[src/rtl/fp_pkg.sv]
// Shared FP32 constants and pipeline bundles for the multiplier datapath.
package fp_pkg;

    localparam int BIAS    = 127;
    localparam int EXP_MAX = 255;
    localparam int MANT_W  = 24;
    localparam int PROD_W  = 48;
    localparam int EXP_W   = 10;

    typedef struct packed {
        logic                    valid;
        logic [MANT_W-1:0]       m;
        logic                    g;
        logic                    s;
        logic signed [EXP_W-1:0] e;
        logic                    uf;
        logic                    sign;
        logic                    zero;
        logic                    invalid;
    } nrm_t;

    typedef struct packed {
        logic              valid;
        logic              sign;
        logic [MANT_W-1:0] m;
        logic [7:0]        e;
        logic              zero;
        logic              ovf;
        logic              uf;
        logic              invalid;
        logic              inexact;
    } res_t;

endpackage

[src/rtl/rne_rounder.sv]
// Combinational round-to-nearest-even with carry, overflow and subnormal fixup.
module rne_rounder
    import fp_pkg::*;
(
    input  logic                    m_i_dummy_unused_guard,
    input  logic [MANT_W-1:0]       m_i,
    input  logic                    g_i,
    input  logic                    s_i,
    input  logic signed [EXP_W-1:0] e_i,
    input  logic                    uf_i,
    input  logic                    zero_i,
    input  logic                    invalid_i,
    output logic [MANT_W-1:0]       m_o,
    output logic [7:0]              e_o,
    output logic                    overflow_o,
    output logic                    underflow_o,
    output logic                    inexact_o
);

    logic                    rnd;
    logic [MANT_W:0]         r;
    logic signed [EXP_W-1:0] e_r;
    logic                    unused;

    assign unused = m_i_dummy_unused_guard;

    always_comb begin
        rnd         = g_i & (s_i | m_i[0]);
        r           = {1'b0, m_i} + {{MANT_W{1'b0}}, rnd};
        e_r         = e_i + {{(EXP_W-1){1'b0}}, r[MANT_W]};
        m_o         = r[MANT_W] ? 24'h800000 : r[MANT_W-1:0];
        e_o         = e_r[7:0];
        overflow_o  = 1'b0;
        underflow_o = 1'b0;
        inexact_o   = g_i | s_i;
        // A subnormal that rounds up to the hidden bit becomes the smallest normal.
        if (uf_i) begin
            e_o         = r[MANT_W-1] ? 8'd1 : 8'd0;
            underflow_o = ~r[MANT_W-1];
        end else if (e_r >= 10'sd255) begin
            overflow_o = 1'b1;
            m_o        = '0;
            e_o        = 8'hFF;
        end
        if (invalid_i | zero_i) begin
            m_o         = '0;
            e_o         = '0;
            overflow_o  = 1'b0;
            underflow_o = 1'b0;
            inexact_o   = 1'b0;
        end
    end

endmodule

[src/rtl/round_normalize.sv]
// Two-stage FP32 multiplier normalize (stage 1) and RNE round (stage 2).
module round_normalize
    import fp_pkg::*;
#(
    parameter int LAT       = 2,
    parameter int MAX_SHIFT = 25
) (
    input  logic              CLK,
    input  logic              RST,
    input  logic              stall,
    input  logic              in_valid,
    input  logic [PROD_W-1:0] prod,
    input  logic [EXP_W-1:0]  exp_sum,
    input  logic              sign_in,
    input  logic              zero_in,
    input  logic              invalid_in,
    output logic              out_valid,
    output logic              Sz_out,
    output logic [MANT_W-1:0] M_out,
    output logic [7:0]        E_out,
    output logic              initial_zero_flag,
    output logic              overflow_flag,
    output logic              underflow_case,
    output logic              invalid_flag,
    output logic              inexact_flag
);

    if (LAT != 2) begin : g_lat_chk
        $error("round_normalize supports LAT=2 only");
    end

    nrm_t nrm_d, nrm_q;
    res_t res_d, res_q;

    logic [MANT_W:0]         mg_n;
    logic                    s_n;
    logic signed [EXP_W-1:0] e_n;
    logic [EXP_W:0]          sh_raw;
    logic [4:0]              sh;
    logic [2*MANT_W+1:0]     ext;

    always_comb begin
        if (prod[47]) begin
            mg_n = prod[47:23];
            s_n  = |prod[22:0];
            e_n  = exp_sum + 10'd1;
        end else begin
            mg_n = prod[46:22];
            s_n  = |prod[21:0];
            e_n  = exp_sum;
        end
        sh_raw = 11'd1 - {e_n[EXP_W-1], e_n};
        sh     = (sh_raw > 11'(MAX_SHIFT)) ? 5'(MAX_SHIFT) : sh_raw[4:0];
        ext    = {mg_n, 25'd0} >> sh;

        nrm_d         = '0;
        nrm_d.valid   = in_valid;
        nrm_d.m       = mg_n[MANT_W:1];
        nrm_d.g       = mg_n[0];
        nrm_d.s       = s_n;
        nrm_d.e       = e_n;
        nrm_d.sign    = sign_in;
        nrm_d.zero    = zero_in;
        nrm_d.invalid = invalid_in;
        // Denormalise: everything pushed past the guard folds into sticky.
        if (e_n <= 10'sd0) begin
            nrm_d.m  = ext[49:26];
            nrm_d.g  = ext[25];
            nrm_d.s  = s_n | (|ext[24:0]);
            nrm_d.e  = '0;
            nrm_d.uf = 1'b1;
        end
    end

    always_ff @(posedge CLK or posedge RST) begin
        if (RST) begin
            nrm_q <= '0;
        end else if (!stall) begin
            nrm_q <= nrm_d;
        end
    end

    rne_rounder u_rnd (
        .m_i_dummy_unused_guard(1'b0),
        .m_i         (nrm_q.m),
        .g_i         (nrm_q.g),
        .s_i         (nrm_q.s),
        .e_i         (nrm_q.e),
        .uf_i        (nrm_q.uf),
        .zero_i      (nrm_q.zero),
        .invalid_i   (nrm_q.invalid),
        .m_o         (res_d.m),
        .e_o         (res_d.e),
        .overflow_o  (res_d.ovf),
        .underflow_o (res_d.uf),
        .inexact_o   (res_d.inexact)
    );

    assign res_d.valid   = nrm_q.valid;
    assign res_d.sign    = nrm_q.sign;
    assign res_d.zero    = nrm_q.zero;
    assign res_d.invalid = nrm_q.invalid;

    always_ff @(posedge CLK or posedge RST) begin
        if (RST) begin
            res_q <= '0;
        end else if (!stall) begin
            res_q <= res_d;
        end
    end

    assign out_valid         = res_q.valid;
    assign Sz_out            = res_q.sign;
    assign M_out             = res_q.m;
    assign E_out             = res_q.e;
    assign initial_zero_flag = res_q.zero;
    assign overflow_flag     = res_q.ovf;
    assign underflow_case    = res_q.uf;
    assign invalid_flag      = res_q.invalid;
    assign inexact_flag      = res_q.inexact;

endmodule

[config.mk]
export PLATFORM = sky130hd
export DESIGN_NAME = round_normalize
export DESIGN_NICKNAME = d
export VERILOG_FILES = /design/src/rtl/fp_pkg.sv /design/src/rtl/rne_rounder.sv /design/src/rtl/round_normalize.sv
export SDC_FILE = /design/constraint.sdc
export NUM_CORES = 1
export LEC_CHECK = 0
export CAP_MARGIN = 15
export CELL_PAD_IN_SITES_DETAIL_PLACEMENT = 0
export CELL_PAD_IN_SITES_GLOBAL_PLACEMENT = 1
export CORE_UTILIZATION = 39
export CTS_CLUSTER_DIAMETER = 80
export CTS_CLUSTER_SIZE = 12
export DETAILED_ROUTE_END_ITERATION = 7
export DONT_BUFFER_PORTS = 1
export PLACE_DENSITY = 0.75
export SYNTH_ARGS = -nofsm -noshare
export SYNTH_HDL_FRONTEND = slang
export SYNTH_SLANG_ARGS = --single-unit
export TNS_END_PERCENT = 30
[constraint.sdc]
create_clock -name CLK -period 5.4 [get_ports CLK]
set_clock_uncertainty 0.15 [all_clocks]
set_input_delay 0.54 -clock CLK [delete_from_list [all_inputs] [get_ports CLK]]
set_output_delay 0.54 -clock CLK [all_outputs]
set_load 0.005 [all_outputs]
==> reports/metrics.cfg <==
[power]
irDropWorstVdd_v=0.000182
p_leak_nw=2.73
powerDensity_mw_per_mm2=245

[clock_network]
numCtsBuffers=9
cts_resized=0
cts_tree=done
cts_buffer_depth=2
path_clk_slew_ns=0.06
insertion_delay_ns=0.33
hold_buffers=0
root_buffer=clkbuf_16
htreeDepth=3
cts_setup_buffers=0
cts_sinks=80

[synth]
syn_nets=889
yosys_warnings=0
yosysSeqAreaShare=0.303
synth_top_area_frac=0.303
synth_top_cell_by_area=dfrtp_1
synth_edf_count=0
syn_area_mm2=0.00661
ys_types=78
synth.avg_cell_area_um2=8.09
async_reset_ff_frac=1.00
synthTopCellsByArea=dfrtp_1 (30%), nand2_1 (7.0%), o21ai_0 (5.7%)
ys.flop_type=dfrtp_1
synth_seq_cells=80
netlist_instances=817

[drt]
vias_per_cell=6.24
vias=6395
wl_per_cell_um=21.0
drc=0
drt_iter0_markers=553
ant_nets=0
firstDrtPassIters=5
drt_wl_total_um=21500

[hold_path]
hold_class=primary input to flop

[placed_design]
place.gp.congestion=0.988
place_hpwl_um=16600
dpl_cell_area_mm2=0.00684
portBuffers=0

[global_routing]
grt_usage=0.250
grt.overflow.total=0
first_global_vias=6173
grt_pass1_wl_um=34700
grt_max_degree=115
antenna_found_initial=0

[outcome]
outcome=finished clean

[worst_setup_path]
crit_required_ns=5.42
cp-end-kind=flop
crit_path_max_fanout=13
crit_path_start_kind=primary input
worstSetupPathType=primary input to flop
arrival_ns=4.75

[floorplanning]
start_util=0.399
dieArea_mm2=0.0175
die_w_um=132
io-pin-count=104
fp-row-count=47
core_area_mm2=0.0166
die_h_um=132

[layout]
final_area_mm2=0.00713
synthToLayoutAreaGrowth_pct=7.87
drive_gt1_frac=0.124
diodes=0
nets=874

[sta]
fin_tns_setup_ns=0
period_minus_slack_ns=4.73
hold_viol_final=0
tightestPinTransition_ns=0.956
setup_violations=0
drv_slew=0
rsz0062_at_grt=false
fmax_mhz=211
slew_headroom=0.363
period_share=0.876

[run]
max_cap_viol_count=0

==> final timing paths <==
path,from,endpoint,slack [ns],depth (start not counted)
worst max-delay path,exp_sum[0],nrm_q[20],0.67,15
worst min register to register,nrm_q[40],nrm_q[40],0.35,1
worst min-delay path,stall,inexact_flag,0.17,1
max in group asynchronous,RST,nrm_q[27],4.24,2
worst max register to register,nrm_q[16],M_out[11],0.77,19
min in group asynchronous,RST,E_out[4],0.23,2
==> logic make-up (layout without fill, tap and decap cells) <==
logic type | count (synthesis) | count (layout) | synth area share
AND/OR/NAND/NOR | 303 | 303 | 0.222
AO/OA/AOI/OAI | 264 | 264 | 0.275
flip-flops | 80 | 80 | 0.303
buffers and inverters | 69 | 57 | 0.0486
multiplexers | 49 | 49 | 0.0793
XOR/XNOR | 45 | 45 | 0.0596
adder cells (fa/ha/maj) | 7 | 7 | 0.0132
==> critical path, stage by stage <==
cell	delay, ns
ha_1	0.32
mux2_2	0.30
inv_1	0.18
ha_1	0.21
inv_1	0.11
a211oi_4	0.39
a31oi_1	0.19
a21o_1	0.24
nor3_4	0.61
buf_4	0.29
mux2i_1	0.10
nor4_1	0.42
nor4_1	0.10
a2111oi_0	0.67
a21oi_1	0.09
==> synthesized netlist by cell type, drive strengths merged (16+ instances only) <==
master and number:
nand2 123, xnor2 25, o21ai 80, mux2i 22, buf 23, inv 16
a21oi 52, nor4 19, a22oi 17, dfrtp 80, nor2 66, mux2 27
xor2 20, a211oi 16, clkbuf 30, nor3 21, nand3 26
==> layout by cell type (no fill, tap or decap), types with 16 or more instances in the layout <==
cell type  count
xnor2_1       24
buf_4         27
a21oi_1       51
nand2_1      123
mux2i_1       22
nor2_1        65
nor3_1        19
mux2_2        27
dfrtp_1       80
nand3_1       25
nor4_1        16
o21ai_0       75
xor2_1        20
a22oi_1       17
==> routing by layer <==
| metal | global-route usage | vias up | part of all wire |
|---|---|---|---|
| met2 | 0.387 | 278 | 0.44 |
| met1 | 0.359 | 3069 | 0.47 |
| met5 | 0 | - | 0 |
| met3 | 0.0373 | 37 | 0.074 |
| li1 | - | 3011 | - |
| met4 | 0.0766 | 0 | 0.021 |
==> cell type report <==
class,instances,area (µm²)
Inverter,16,61.3
Fill cell,1716,9450
Clock buffer,11,253
Clock inverter,3,42.5
Multi-Input combinational cell,668,4300
Sequential cell,80,2000
Timing Repair Buffer,27,203
Tap cell,220,275
==> registers in the layout, summed over array words and instances (netlist names) <==
| signal | flops |
|---|---|
| E_out | 8 |
| M_out | 24 |
| Sz_out | 1 |
| inexact_flag | 1 |
| initial_zero_flag | 1 |
| invalid_flag | 1 |
| nrm_q | 41 |
| out_valid | 1 |
| overflow_flag | 1 |
| underflow_case | 1 |
==> power breakdown <==
group	switching [mW]	total (mW)	internal, mW
combinational	0.293	0.460	0.166
sequential	0.0471	0.697	0.649
clock	0.217	0.594	0.377
==> stage by stage <==
stage	utilization	instances	worst slack (ns)	hold slack (ns)	power, mW
after floorplan	-	817	0.552	0.308	1.04
after global placement	0.412	1011	0.390	0.332	1.16
after detailed placement	0.412	1011	0.451	0.341	1.16
after CTS	0.430	1025	0.672	0.152	1.76
after global routing	0.430	1025	0.202	0.153	1.85
final	0.430	1025	0.671	0.167	1.75
(Power assumes the default switching activity.)
